===== src/rtl/pl_framer_if.sv =====
// Symbol streams around the physical-layer framer: header and payload sources in,
// framed symbol stream out. The framer side uses the slave modport.
interface pl_framer_if;
    logic        hdr_valid;
    logic [15:0] hdr_real;
    logic [15:0] hdr_imag;
    logic        hdr_ready;

    logic        pld_valid;
    logic [15:0] pld_real;
    logic [15:0] pld_imag;
    logic        pld_ready;

    logic        out_valid;
    logic        out_ready;
    logic [15:0] out_real;
    logic [15:0] out_imag;
    logic        out_sof;
    logic        out_eof;
    logic        out_pilot;

    modport slave (
        input  hdr_valid, hdr_real, hdr_imag,
        output hdr_ready,
        input  pld_valid, pld_real, pld_imag,
        output pld_ready,
        output out_valid, out_real, out_imag, out_sof, out_eof, out_pilot,
        input  out_ready
    );

    modport master (
        output hdr_valid, hdr_real, hdr_imag,
        input  hdr_ready,
        output pld_valid, pld_real, pld_imag,
        input  pld_ready,
        input  out_valid, out_real, out_imag, out_sof, out_eof, out_pilot,
        output out_ready
    );
endinterface


===== src/rtl/pl_framer.sv =====
// Builds frames of 90 header symbols followed by PAYLOAD_SLOTS 90-symbol payload slots,
// with an optional 36-symbol pilot block after every 16th slot, through a one-deep output register.
module pl_framer #(
    parameter int PAYLOAD_SLOTS = 360,
    parameter bit PILOTS_EN     = 1'b1
) (
    input  logic         clk,
    input  logic         rst,
    pl_framer_if.slave   bus
);
    typedef enum logic [1:0] {IDLE, HDR, PLD, PILOT} state_t;

    localparam logic [9:0]  LAST_SLOT = 10'(PAYLOAD_SLOTS - 1);
    localparam logic [15:0] PILOT_VAL = 16'h00B5;

    state_t      state_q, state_d;
    logic [6:0]  hdr_cnt_q, hdr_cnt_d;
    logic [6:0]  sym_cnt_q, sym_cnt_d;
    logic [9:0]  slot_cnt_q, slot_cnt_d;
    logic [5:0]  pil_cnt_q, pil_cnt_d;

    logic        out_valid_q, out_valid_d;
    logic [15:0] out_real_q, out_real_d;
    logic [15:0] out_imag_q, out_imag_d;
    logic        out_sof_q, out_sof_d;
    logic        out_eof_q, out_eof_d;
    logic        out_pilot_q, out_pilot_d;

    logic        stage_free;
    logic        hdr_acc;
    logic        pld_acc;

    // Readiness is held low during reset so nothing is consumed on a reset edge.
    assign stage_free    = !out_valid_q || bus.out_ready;
    assign bus.hdr_ready = !rst && stage_free && (state_q == IDLE || state_q == HDR);
    assign bus.pld_ready = !rst && stage_free && (state_q == PLD);
    assign hdr_acc       = bus.hdr_valid && bus.hdr_ready;
    assign pld_acc       = bus.pld_valid && bus.pld_ready;

    assign bus.out_valid = out_valid_q;
    assign bus.out_real  = out_real_q;
    assign bus.out_imag  = out_imag_q;
    assign bus.out_sof   = out_sof_q;
    assign bus.out_eof   = out_eof_q;
    assign bus.out_pilot = out_pilot_q;

    always_comb begin
        state_d     = state_q;
        hdr_cnt_d   = hdr_cnt_q;
        sym_cnt_d   = sym_cnt_q;
        slot_cnt_d  = slot_cnt_q;
        pil_cnt_d   = pil_cnt_q;
        out_valid_d = out_valid_q;
        out_real_d  = out_real_q;
        out_imag_d  = out_imag_q;
        out_sof_d   = out_sof_q;
        out_eof_d   = out_eof_q;
        out_pilot_d = out_pilot_q;

        // A stalled output register freezes the whole block.
        if (stage_free) begin
            out_valid_d = 1'b0;
            out_sof_d   = 1'b0;
            out_eof_d   = 1'b0;
            out_pilot_d = 1'b0;

            unique case (state_q)
                IDLE: begin
                    if (hdr_acc) begin
                        out_valid_d = 1'b1;
                        out_real_d  = bus.hdr_real;
                        out_imag_d  = bus.hdr_imag;
                        out_sof_d   = 1'b1;
                        hdr_cnt_d   = 7'd1;
                        state_d     = HDR;
                    end
                end
                HDR: begin
                    if (hdr_acc) begin
                        out_valid_d = 1'b1;
                        out_real_d  = bus.hdr_real;
                        out_imag_d  = bus.hdr_imag;
                        if (hdr_cnt_q == 7'd89) begin
                            hdr_cnt_d  = 7'd0;
                            sym_cnt_d  = 7'd0;
                            slot_cnt_d = 10'd0;
                            state_d    = PLD;
                        end else begin
                            hdr_cnt_d = hdr_cnt_q + 7'd1;
                        end
                    end
                end
                PLD: begin
                    if (pld_acc) begin
                        out_valid_d = 1'b1;
                        out_real_d  = bus.pld_real;
                        out_imag_d  = bus.pld_imag;
                        if (sym_cnt_q == 7'd89) begin
                            sym_cnt_d = 7'd0;
                            if (slot_cnt_q == LAST_SLOT) begin
                                out_eof_d  = 1'b1;
                                slot_cnt_d = 10'd0;
                                state_d    = IDLE;
                            end else begin
                                slot_cnt_d = slot_cnt_q + 10'd1;
                                // Low nibble of 15 means (slot_cnt+1) is a multiple of 16.
                                if (PILOTS_EN && slot_cnt_q[3:0] == 4'hF) begin
                                    pil_cnt_d = 6'd0;
                                    state_d   = PILOT;
                                end
                            end
                        end else begin
                            sym_cnt_d = sym_cnt_q + 7'd1;
                        end
                    end
                end
                PILOT: begin
                    out_valid_d = 1'b1;
                    out_real_d  = PILOT_VAL;
                    out_imag_d  = PILOT_VAL;
                    out_pilot_d = 1'b1;
                    if (pil_cnt_q == 6'd35) begin
                        pil_cnt_d = 6'd0;
                        state_d   = PLD;
                    end else begin
                        pil_cnt_d = pil_cnt_q + 6'd1;
                    end
                end
                default: state_d = IDLE;
            endcase
        end
    end

    always_ff @(posedge clk) begin
        if (rst) begin
            state_q     <= IDLE;
            hdr_cnt_q   <= 7'd0;
            sym_cnt_q   <= 7'd0;
            slot_cnt_q  <= 10'd0;
            pil_cnt_q   <= 6'd0;
            out_valid_q <= 1'b0;
            out_real_q  <= 16'd0;
            out_imag_q  <= 16'd0;
            out_sof_q   <= 1'b0;
            out_eof_q   <= 1'b0;
            out_pilot_q <= 1'b0;
        end else begin
            state_q     <= state_d;
            hdr_cnt_q   <= hdr_cnt_d;
            sym_cnt_q   <= sym_cnt_d;
            slot_cnt_q  <= slot_cnt_d;
            pil_cnt_q   <= pil_cnt_d;
            out_valid_q <= out_valid_d;
            out_real_q  <= out_real_d;
            out_imag_q  <= out_imag_d;
            out_sof_q   <= out_sof_d;
            out_eof_q   <= out_eof_d;
            out_pilot_q <= out_pilot_d;
        end
    end
endmodule


===== src/flat_wrapper.sv =====
// flat-port wrapper written by rule: the top's interface ports become plain ports
module pl_framer_flat 
#(
    parameter int PAYLOAD_SLOTS = 360,
    parameter bit PILOTS_EN     = 1'b1
)
  (clk, rst, bus_hdr_valid, bus_hdr_real, bus_hdr_imag, bus_hdr_ready, bus_pld_valid, bus_pld_real, bus_pld_imag, bus_pld_ready, bus_out_valid, bus_out_real, bus_out_imag, bus_out_sof, bus_out_eof, bus_out_pilot, bus_out_ready);
  pl_framer_if bus_i ();
  input  logic clk;
  input  logic rst;
  input wire logic [$bits(bus_i.hdr_valid)-1:0] bus_hdr_valid;
  input wire logic [$bits(bus_i.hdr_real)-1:0] bus_hdr_real;
  input wire logic [$bits(bus_i.hdr_imag)-1:0] bus_hdr_imag;
  output wire logic [$bits(bus_i.hdr_ready)-1:0] bus_hdr_ready;
  input wire logic [$bits(bus_i.pld_valid)-1:0] bus_pld_valid;
  input wire logic [$bits(bus_i.pld_real)-1:0] bus_pld_real;
  input wire logic [$bits(bus_i.pld_imag)-1:0] bus_pld_imag;
  output wire logic [$bits(bus_i.pld_ready)-1:0] bus_pld_ready;
  output wire logic [$bits(bus_i.out_valid)-1:0] bus_out_valid;
  output wire logic [$bits(bus_i.out_real)-1:0] bus_out_real;
  output wire logic [$bits(bus_i.out_imag)-1:0] bus_out_imag;
  output wire logic [$bits(bus_i.out_sof)-1:0] bus_out_sof;
  output wire logic [$bits(bus_i.out_eof)-1:0] bus_out_eof;
  output wire logic [$bits(bus_i.out_pilot)-1:0] bus_out_pilot;
  input wire logic [$bits(bus_i.out_ready)-1:0] bus_out_ready;
  assign bus_i.hdr_valid = bus_hdr_valid;
  assign bus_i.hdr_real = bus_hdr_real;
  assign bus_i.hdr_imag = bus_hdr_imag;
  assign bus_hdr_ready = bus_i.hdr_ready;
  assign bus_i.pld_valid = bus_pld_valid;
  assign bus_i.pld_real = bus_pld_real;
  assign bus_i.pld_imag = bus_pld_imag;
  assign bus_pld_ready = bus_i.pld_ready;
  assign bus_out_valid = bus_i.out_valid;
  assign bus_out_real = bus_i.out_real;
  assign bus_out_imag = bus_i.out_imag;
  assign bus_out_sof = bus_i.out_sof;
  assign bus_out_eof = bus_i.out_eof;
  assign bus_out_pilot = bus_i.out_pilot;
  assign bus_i.out_ready = bus_out_ready;
  pl_framer #(.PAYLOAD_SLOTS(PAYLOAD_SLOTS), .PILOTS_EN(PILOTS_EN)) u_core (.clk(clk), .rst(rst), .bus(bus_i));
endmodule

===== config.mk =====
export PLATFORM = sky130hd
export DESIGN_NAME = pl_framer_flat
export DESIGN_NICKNAME = d
export VERILOG_FILES = /design/src/rtl/pl_framer_if.sv /design/src/rtl/pl_framer.sv /design/src/flat_wrapper.sv
export SDC_FILE = /design/constraint.sdc
export NUM_CORES = 1
export LEC_CHECK = 0
export ABC_AREA = 1
export CAP_MARGIN = 20
export CORE_MARGIN = 4
export CORE_UTILIZATION = 47
export CTS_CLUSTER_SIZE = 16
export DETAILED_ROUTE_END_ITERATION = 10
export PLACE_DENSITY = 0.8
export REMOVE_ABC_BUFFERS = 1
export SLEW_MARGIN = 10
export SYNTH_ARGS = -nofsm -noshare
export SYNTH_HDL_FRONTEND = slang
export SYNTH_SLANG_ARGS = --single-unit
export TNS_END_PERCENT = 100

===== constraint.sdc =====
create_clock -name clk -period 2.3 [get_ports clk]
set_clock_uncertainty 0.1 [all_clocks]
set_input_delay 0.345 -clock clk [delete_from_list [all_inputs] [get_ports clk]]
set_output_delay 0.345 -clock clk [all_outputs]
set_load 0.03 [all_outputs]

# == Yosys cells after proc, flatten, opt, wreduce, memory -nomap -nowiden ==
# Cells that the tools add are included.
# op_classes
addsub,4
eq_ne,18
n_mux,45
n_reduce_logical,20
# op_table
cell,count
16-bit case mux with 3 select lines,2
16-bit 2-to-1 mux,4
10-bit 2-to-1 mux,5
7-bit 2-to-1 mux,7
6-bit 2-to-1 mux,5
7-bit case mux with 2 select lines,2
10-bit case mux with 2 select lines,1
2-bit 2-to-1 mux,8
7-bit by 1-bit adder with 7-bit output (second input constant),2
7-bit == test (second input constant),2
6-bit case mux with 2 select lines,1
6-bit AND reduction,2
10-bit by 1-bit adder with 10-bit output (second input constant),1
10-bit by 9-bit == test with 1-bit output (second input constant),1
2-bit by 1-bit inequality test with 1-bit output (second input constant),5
1-bit 2-to-1 mux,8
2-bit inequality test (second input constant),4
2-bit case mux with 4 select lines,1
8-bit AND reduction,1
6-bit by 1-bit adder with 6-bit output (second input constant),1
6-bit == test (second input constant),1
2-bit nonzero test,3
1-bit logical AND,5
5-bit AND reduction,1
11 further kinds,14
# totals
reg_bits,68
in_bits,69
word_cells,98

# == Depth between registers and ports, before layout ==
# logic_depth
ltp_word,7
depth_mapped,13
depth_no_buf,12

# == Least setup slack after synthesis ==
# No wires, ideal clock.
# synth_path
path_kind,register to register
startpoint,register u_core.state_q[1]
endpoint,"register u_core.out_eof_q, in the netlist u_core.bus.out_eof"
arrival_time_ns,1.585
required_ns,2.125
path_slack_ns,0.541
stages_incl_launch_ff,8
path_buffers,1
period_less_slack_ns,1.759
path_cell_list,dfxtp_1 -> inv_4 -> nor2_4 -> buf_6 -> inv_2 -> nor2_1 -> nand4_1 -> o21ai_0
# synth_via
elab_chain_cells,5
# synth_lines
item,line_no,rtl
"start, declared",pl_framer.sv:16,"state_t state_q, state_d;"
"start signal, assigned",pl_framer.sv:148,state_q <= state_d;
2-bit == test,pl_framer.sv:36,assign bus.pld_ready = !rst && stage_free && (state_q == PLD);
1-bit logical AND,pl_framer.sv:36,
via bus_pld_ready,flat_wrapper.sv:18,output wire logic [$bits(bus_i.pld_ready)-1:0] bus_pld_ready;
1-bit logical AND,pl_framer.sv:38,assign pld_acc = bus.pld_valid && bus.pld_ready;
1-bit 2-to-1 mux,pl_framer.sv:94,if (pld_acc) begin
1-bit 2-to-1 mux,pl_framer.sv:67,unique case (state_q)
"end signal, assigned",pl_framer.sv:157,out_eof_q <= out_eof_d;
"end, declared",pl_framer.sv:26,"logic out_eof_q, out_eof_d;"
# The timed path passes the listed nets, and every way through them passes these cells.
# A chain may end at the register's enable or synchronous reset.

# == Worst setup path in the final report ==
# layout_path
startpoint,register u_core.sym_cnt_q[0]
endpoint,register u_core.pil_cnt_q[0]
# layout_via
elab_chain_cells,3
# layout_lines
item,line_no,rtl
"start, declared",pl_framer.sv:18,"logic [6:0] sym_cnt_q, sym_cnt_d;"
"start signal, assigned",pl_framer.sv:150,sym_cnt_q <= sym_cnt_d;
7-bit == test,pl_framer.sv:98,if (sym_cnt_q == 7'd89) begin
2-bit inequality test (no source line),--,
6-bit AND reduction (no source line),--,
"end signal, assigned",pl_framer.sv:152,pil_cnt_q <= pil_cnt_d;
"end, declared",pl_framer.sv:20,"logic [5:0] pil_cnt_q, pil_cnt_d;"
# No other way between the ends.

==> impl_metrics.prom <==
# TYPE chip_impl_metric gauge
chip_impl_info{name="result_of_the_run",value="completed"} 1
chip_impl_metric{name="internal_power",unit="mW"} 3.05
chip_impl_metric{name="totalWireLength",unit="um"} 9890
chip_impl_metric{name="globalRouteOverflowTotal",unit=""} 0
chip_impl_metric{name="asyncSetResetFlopFracSynth",unit="%"} 0
chip_impl_metric{name="comb_power_share",unit="%"} 45.4
chip_impl_metric{name="num-fill-cells",unit=""} 673
chip_impl_metric{name="grt_first_pass_wirelength",unit="um"} 16300
chip_impl_metric{name="seq_power_share",unit="%"} 31.2
chip_impl_metric{name="syn_to_layout_area_delta",unit="%"} 39.9
chip_impl_metric{name="pwr-share-clk",unit="%"} 23.4
chip_impl_metric{name="final_layout_size_suffix_gt1_share",unit="%"} 7.94
chip_impl_info{name="end_kind",value="flop"} 1
chip_impl_metric{name="gp_congestion",unit=""} 0.974
chip_impl_metric{name="timing.max_slew.rel_slack",unit="%"} 66.7
chip_impl_metric{name="max-clock-path-buffers",unit=""} 2
chip_impl_info{name="synth.top_cells.by_count",value="nor2_1 (109), nand2_1 (96), dfxtp_1 (68)"} 1
chip_impl_metric{name="core_area",unit="mm2"} 0.00729
chip_impl_info{name="postSynth.topFlopCell",value="dfxtp_1"} 1
chip_impl_info{name="critical_path_start",value="u_core.sym_cnt_q[0]"} 1
chip_impl_metric{name="synthesis.yosys.warnings",unit=""} 0
chip_impl_info{name="r2r_start",value="u_core.sym_cnt_q[0]"} 1
chip_impl_metric{name="postSynthRegisterBits",unit=""} 68
chip_impl_metric{name="syn-mean-instance-area",unit="um2"} 6.90
chip_impl_metric{name="synth.distinct_cells",unit=""} 37
chip_impl_metric{name="synth_sequential_area_ratio",unit="%"} 38.2
chip_impl_metric{name="avgRoutedWirePerCell",unit="um"} 13.6
chip_impl_metric{name="max_slew.worst_pin.slew",unit="ns"} 0.494
chip_impl_metric{name="post-place-ws",unit="ns"} -0.00142
chip_impl_metric{name="critical-path-max-stage-delay",unit="ns"} 0.40
chip_impl_info{name="critical-path-slowest-cell",value="dfxtp_1"} 1
chip_impl_info{name="setup_repair_after_global_routing_missed_its_margin",value="no"} 1
chip_impl_info{name="synth.most_common_cell",value="nor2_1"} 1
chip_impl_metric{name="layout.core_utilization",unit="%"} 68.3
chip_impl_info{name="clock-root-buffer",value="clkbuf_8"} 1
chip_impl_metric{name="critical_path.n_buffers_inverters",unit=""} 0
chip_impl_info{name="min-delay-start",value="u_core.bus.out_sof"} 1
chip_impl_metric{name="number_of_sinks_driven_by_the_clock_tree",unit=""} 68
chip_impl_metric{name="drc_errors",unit=""} 0
chip_impl_metric{name="cts-buffers-inserted",unit=""} 9
chip_impl_metric{name="fin_ws",unit="ns"} 0.277
chip_impl_metric{name="worst-path-max-fanout",unit=""} 5
chip_impl_metric{name="starting_density_of_the_core",unit="%"} 48.8
chip_impl_info{name="yosysTopAreaCell",value="dfxtp_1"} 1
chip_impl_metric{name="antenna_found_initial",unit=""} 0
chip_impl_metric{name="finish.net_count",unit=""} 700
chip_impl_metric{name="cts-htree-levels",unit=""} 3
chip_impl_metric{name="layoutNonFillerInstCount",unit=""} 729
chip_impl_metric{name="netSwitchingFraction",unit="%"} 39.7
chip_impl_metric{name="clk_latency",unit="ns"} 0.35
chip_impl_info{name="crit_path_start_kind",value="flop"} 1
chip_impl_metric{name="postSynthCellCount",unit=""} 516
chip_impl_metric{name="power.switching",unit="mW"} 2.01
chip_impl_metric{name="max_freq",unit="MHz"} 494
chip_impl_metric{name="num_rows",unit=""} 31
chip_impl_metric{name="hpwl",unit="um"} 7300
chip_impl_metric{name="grt_max_degree",unit=""} 31
chip_impl_metric{name="design_power_total",unit="mW"} 5.06
chip_impl_metric{name="finalCriticalPeriod",unit="ns"} 2.02
chip_impl_metric{name="num_vias",unit=""} 3747
chip_impl_metric{name="grt.total_usage",unit="%"} 22.9
chip_impl_info{name="min-delay-path-class",value="flop to flop"} 1
chip_impl_metric{name="dieHeight",unit="um"} 95.0
chip_impl_metric{name="yosys.area.top_type_share",unit="%"} 38.2
chip_impl_metric{name="ioPinCount",unit=""} 107
chip_impl_metric{name="report.final.slew_viol_count",unit=""} 0
chip_impl_info{name="critical_path.top_delay_family",value="simple AND/OR/NAND/NOR gates"} 1
chip_impl_info{name="yosys-top-cells-area",value="dfxtp_1 (38%), nor2_1 (11%), nand2_1 (10%)"} 1
chip_impl_info{name="crit_chain",value="ha_1, nand2_1, nor2_1, nand2_1, nand2_1, nand2_1, nor2_1, nand3_1, o21ai_0, nor2_1"} 1
chip_impl_metric{name="power_density",unit="mW/mm2"} 1020
chip_impl_metric{name="cts.clk_slew.worst_paths",unit="ns"} 0.07
chip_impl_info{name="crit_type",value="flop to flop"} 1
chip_impl_metric{name="layout_worst_path_cycle_share",unit="%"} 88.0
chip_impl_metric{name="post_detailed_route_count_of_antenna_violating_nets",unit=""} 0
chip_impl_metric{name="finalHoldViolCount",unit=""} 0
chip_impl_metric{name="dieArea",unit="mm2"} 0.00903
chip_impl_metric{name="fp.dieW",unit="um"} 95.0
chip_impl_metric{name="detail_route.vias_per_cell",unit=""} 5.14
chip_impl_metric{name="via_count_of_the_first_global_routing_pass",unit=""} 3602
chip_impl_metric{name="buffer_ports.inserted",unit=""} 106
chip_impl_metric{name="dr.first_iter.drc_count",unit=""} 193
chip_impl_info{name="crit_top_cell",value="nand2_1"} 1
chip_impl_metric{name="place_inst",unit=""} 713
chip_impl_metric{name="final-setup-viol-count",unit=""} 0
chip_impl_metric{name="antenna_cells",unit=""} 0
chip_impl_metric{name="syn_area",unit="mm2"} 0.00356
chip_impl_metric{name="hold_buffers",unit=""} 0
chip_impl_metric{name="count_of_flip_flops_with_a_built_in_enable_after_synthesis",unit=""} 0
chip_impl_metric{name="dr.pass1.iters",unit=""} 4
chip_impl_metric{name="setup_total_negative_slack",unit="ns"} 0
chip_impl_metric{name="cap_viol_max_count",unit=""} 0
chip_impl_metric{name="leakagePower",unit="nW"} 2.05
chip_impl_metric{name="vdd_ir_drop_max",unit="mV"} 0.464
chip_impl_metric{name="crit_required",unit="ns"} 2.44
chip_impl_metric{name="cp.arrival",unit="ns"} 2.16
chip_impl_info{name="tritoncts",value="done"} 1
==> layout by cell type (no fill, tap or decap), types with 2 or more instances in the layout <==
master and n:
nand2_1 96, nand3b_1 2, nand4_1 3, nand3_1 40, clkbuf_8 9, clkdlybuf4s50_1 104, a21oi_1 22, clkinv_2 2
inv_2 3, a31oi_1 3, nor3b_1 2, xor2_1 2, nand2_2 4, bufinv_16 3, nor2_4 3, nor2_1 109
o21ai_0 39, inv_1 38, o22ai_1 10, a22o_1 22, dfxtp_1 68, ha_1 6, buf_4 13, nor2_2 2
nor3_1 8, clkinv_4 2, or2_2 2
==> power groups by stage <==
stage	Clock, mW	Combinational [mW]	Sequential (mW)
2_1_floorplan	0	1.01	1.95
3_3_place_gp	0	2.26	1.60
3_5_place_dp	0	2.29	1.60
4_1_cts	1.21	2.31	1.58
5_1_grt	1.26	2.52	1.61
6_report	1.18	2.30	1.58
==> kinds of logic (layout without fill, tap and decap cells) <==
| kind of cell | after synthesis | after routing | synth area share [%] |
|---|---|---|---|
| compound gates | 99 | 99 | 16.9 |
| xor+xnor | 2 | 2 | 0.492 |
| fa+ha+maj | 6 | 6 | 2.11 |
| buf+inv | 65 | 179 | 8.08 |
| flops | 68 | 68 | 38.2 |
| simple gates | 276 | 276 | 34.2 |
==> per-stage QoR <==
| step | hold slack (ns) | cell area (um2) |
|---|---|---|
| after floorplan | 0.314 | 3440 |
| after global placement | 0.371 | 4740 |
| after detailed placement | 0.376 | 4740 |
| after CTS | 0.403 | 4980 |
| after global routing | 0.422 | 4980 |
| final | 0.401 | 4980 |
==> worst register-to-register path: cells and delay by family (launching register included) <==
kind | cells | cell delay [ns]
AOI/OAI and AO/OA | 1 | 0.21
adders and majority gates | 1 | 0.18
DFF | 1 | 0.40
and+or+nand+nor | 8 | 1.02
==> state kept, by name, summed over array words and instances, names as in the netlist <==
name	flops
u_core.bus.out_pilot	1
u_core.bus.out_imag	16
u_core.bus.out_eof	1
u_core.bus.out_sof	1
u_core.bus.out_real	16
u_core.sym_cnt_q	7
u_core.bus.out_valid	1
u_core.hdr_cnt_q	7
u_core.slot_cnt_q	10
u_core.state_q	2
u_core.pil_cnt_q	6
==> cell type report <==
cell class,count,area [um2],share of cell area [%]
inverters,43,165,3.32
clock buffers,10,128,2.56
multi-input cells,383,1910,38.4
flip-flops and latches,68,1360,27.3
clock inverters,6,113,2.26
repair buffers,120,1180,23.7
well taps,99,124,2.49
==> routing by layer <==
layer  GRT usage, %  routed length (um)
met2           37.6                4680
met5              0                   0
met4           8.53                 131
met3           8.92                1010
met1           27.0                4060
==> what timing repair did <==
item | CTS | global route
endpoints found under the setup margin | 1 | 1
gates resized for setup | 1 | 1
setup buffers | 0 | 0
==> worst paths after layout <==
check,endpoint,slack (ns),cells after the start
max,u_core.pil_cnt_q[0],0.28,10
min,u_core.bus.out_sof,0.40,2
max reg2reg,u_core.pil_cnt_q[0],0.28,10
min reg2reg,u_core.bus.out_sof,0.40,2
Note: power is estimated with default switching activity, not from simulation.
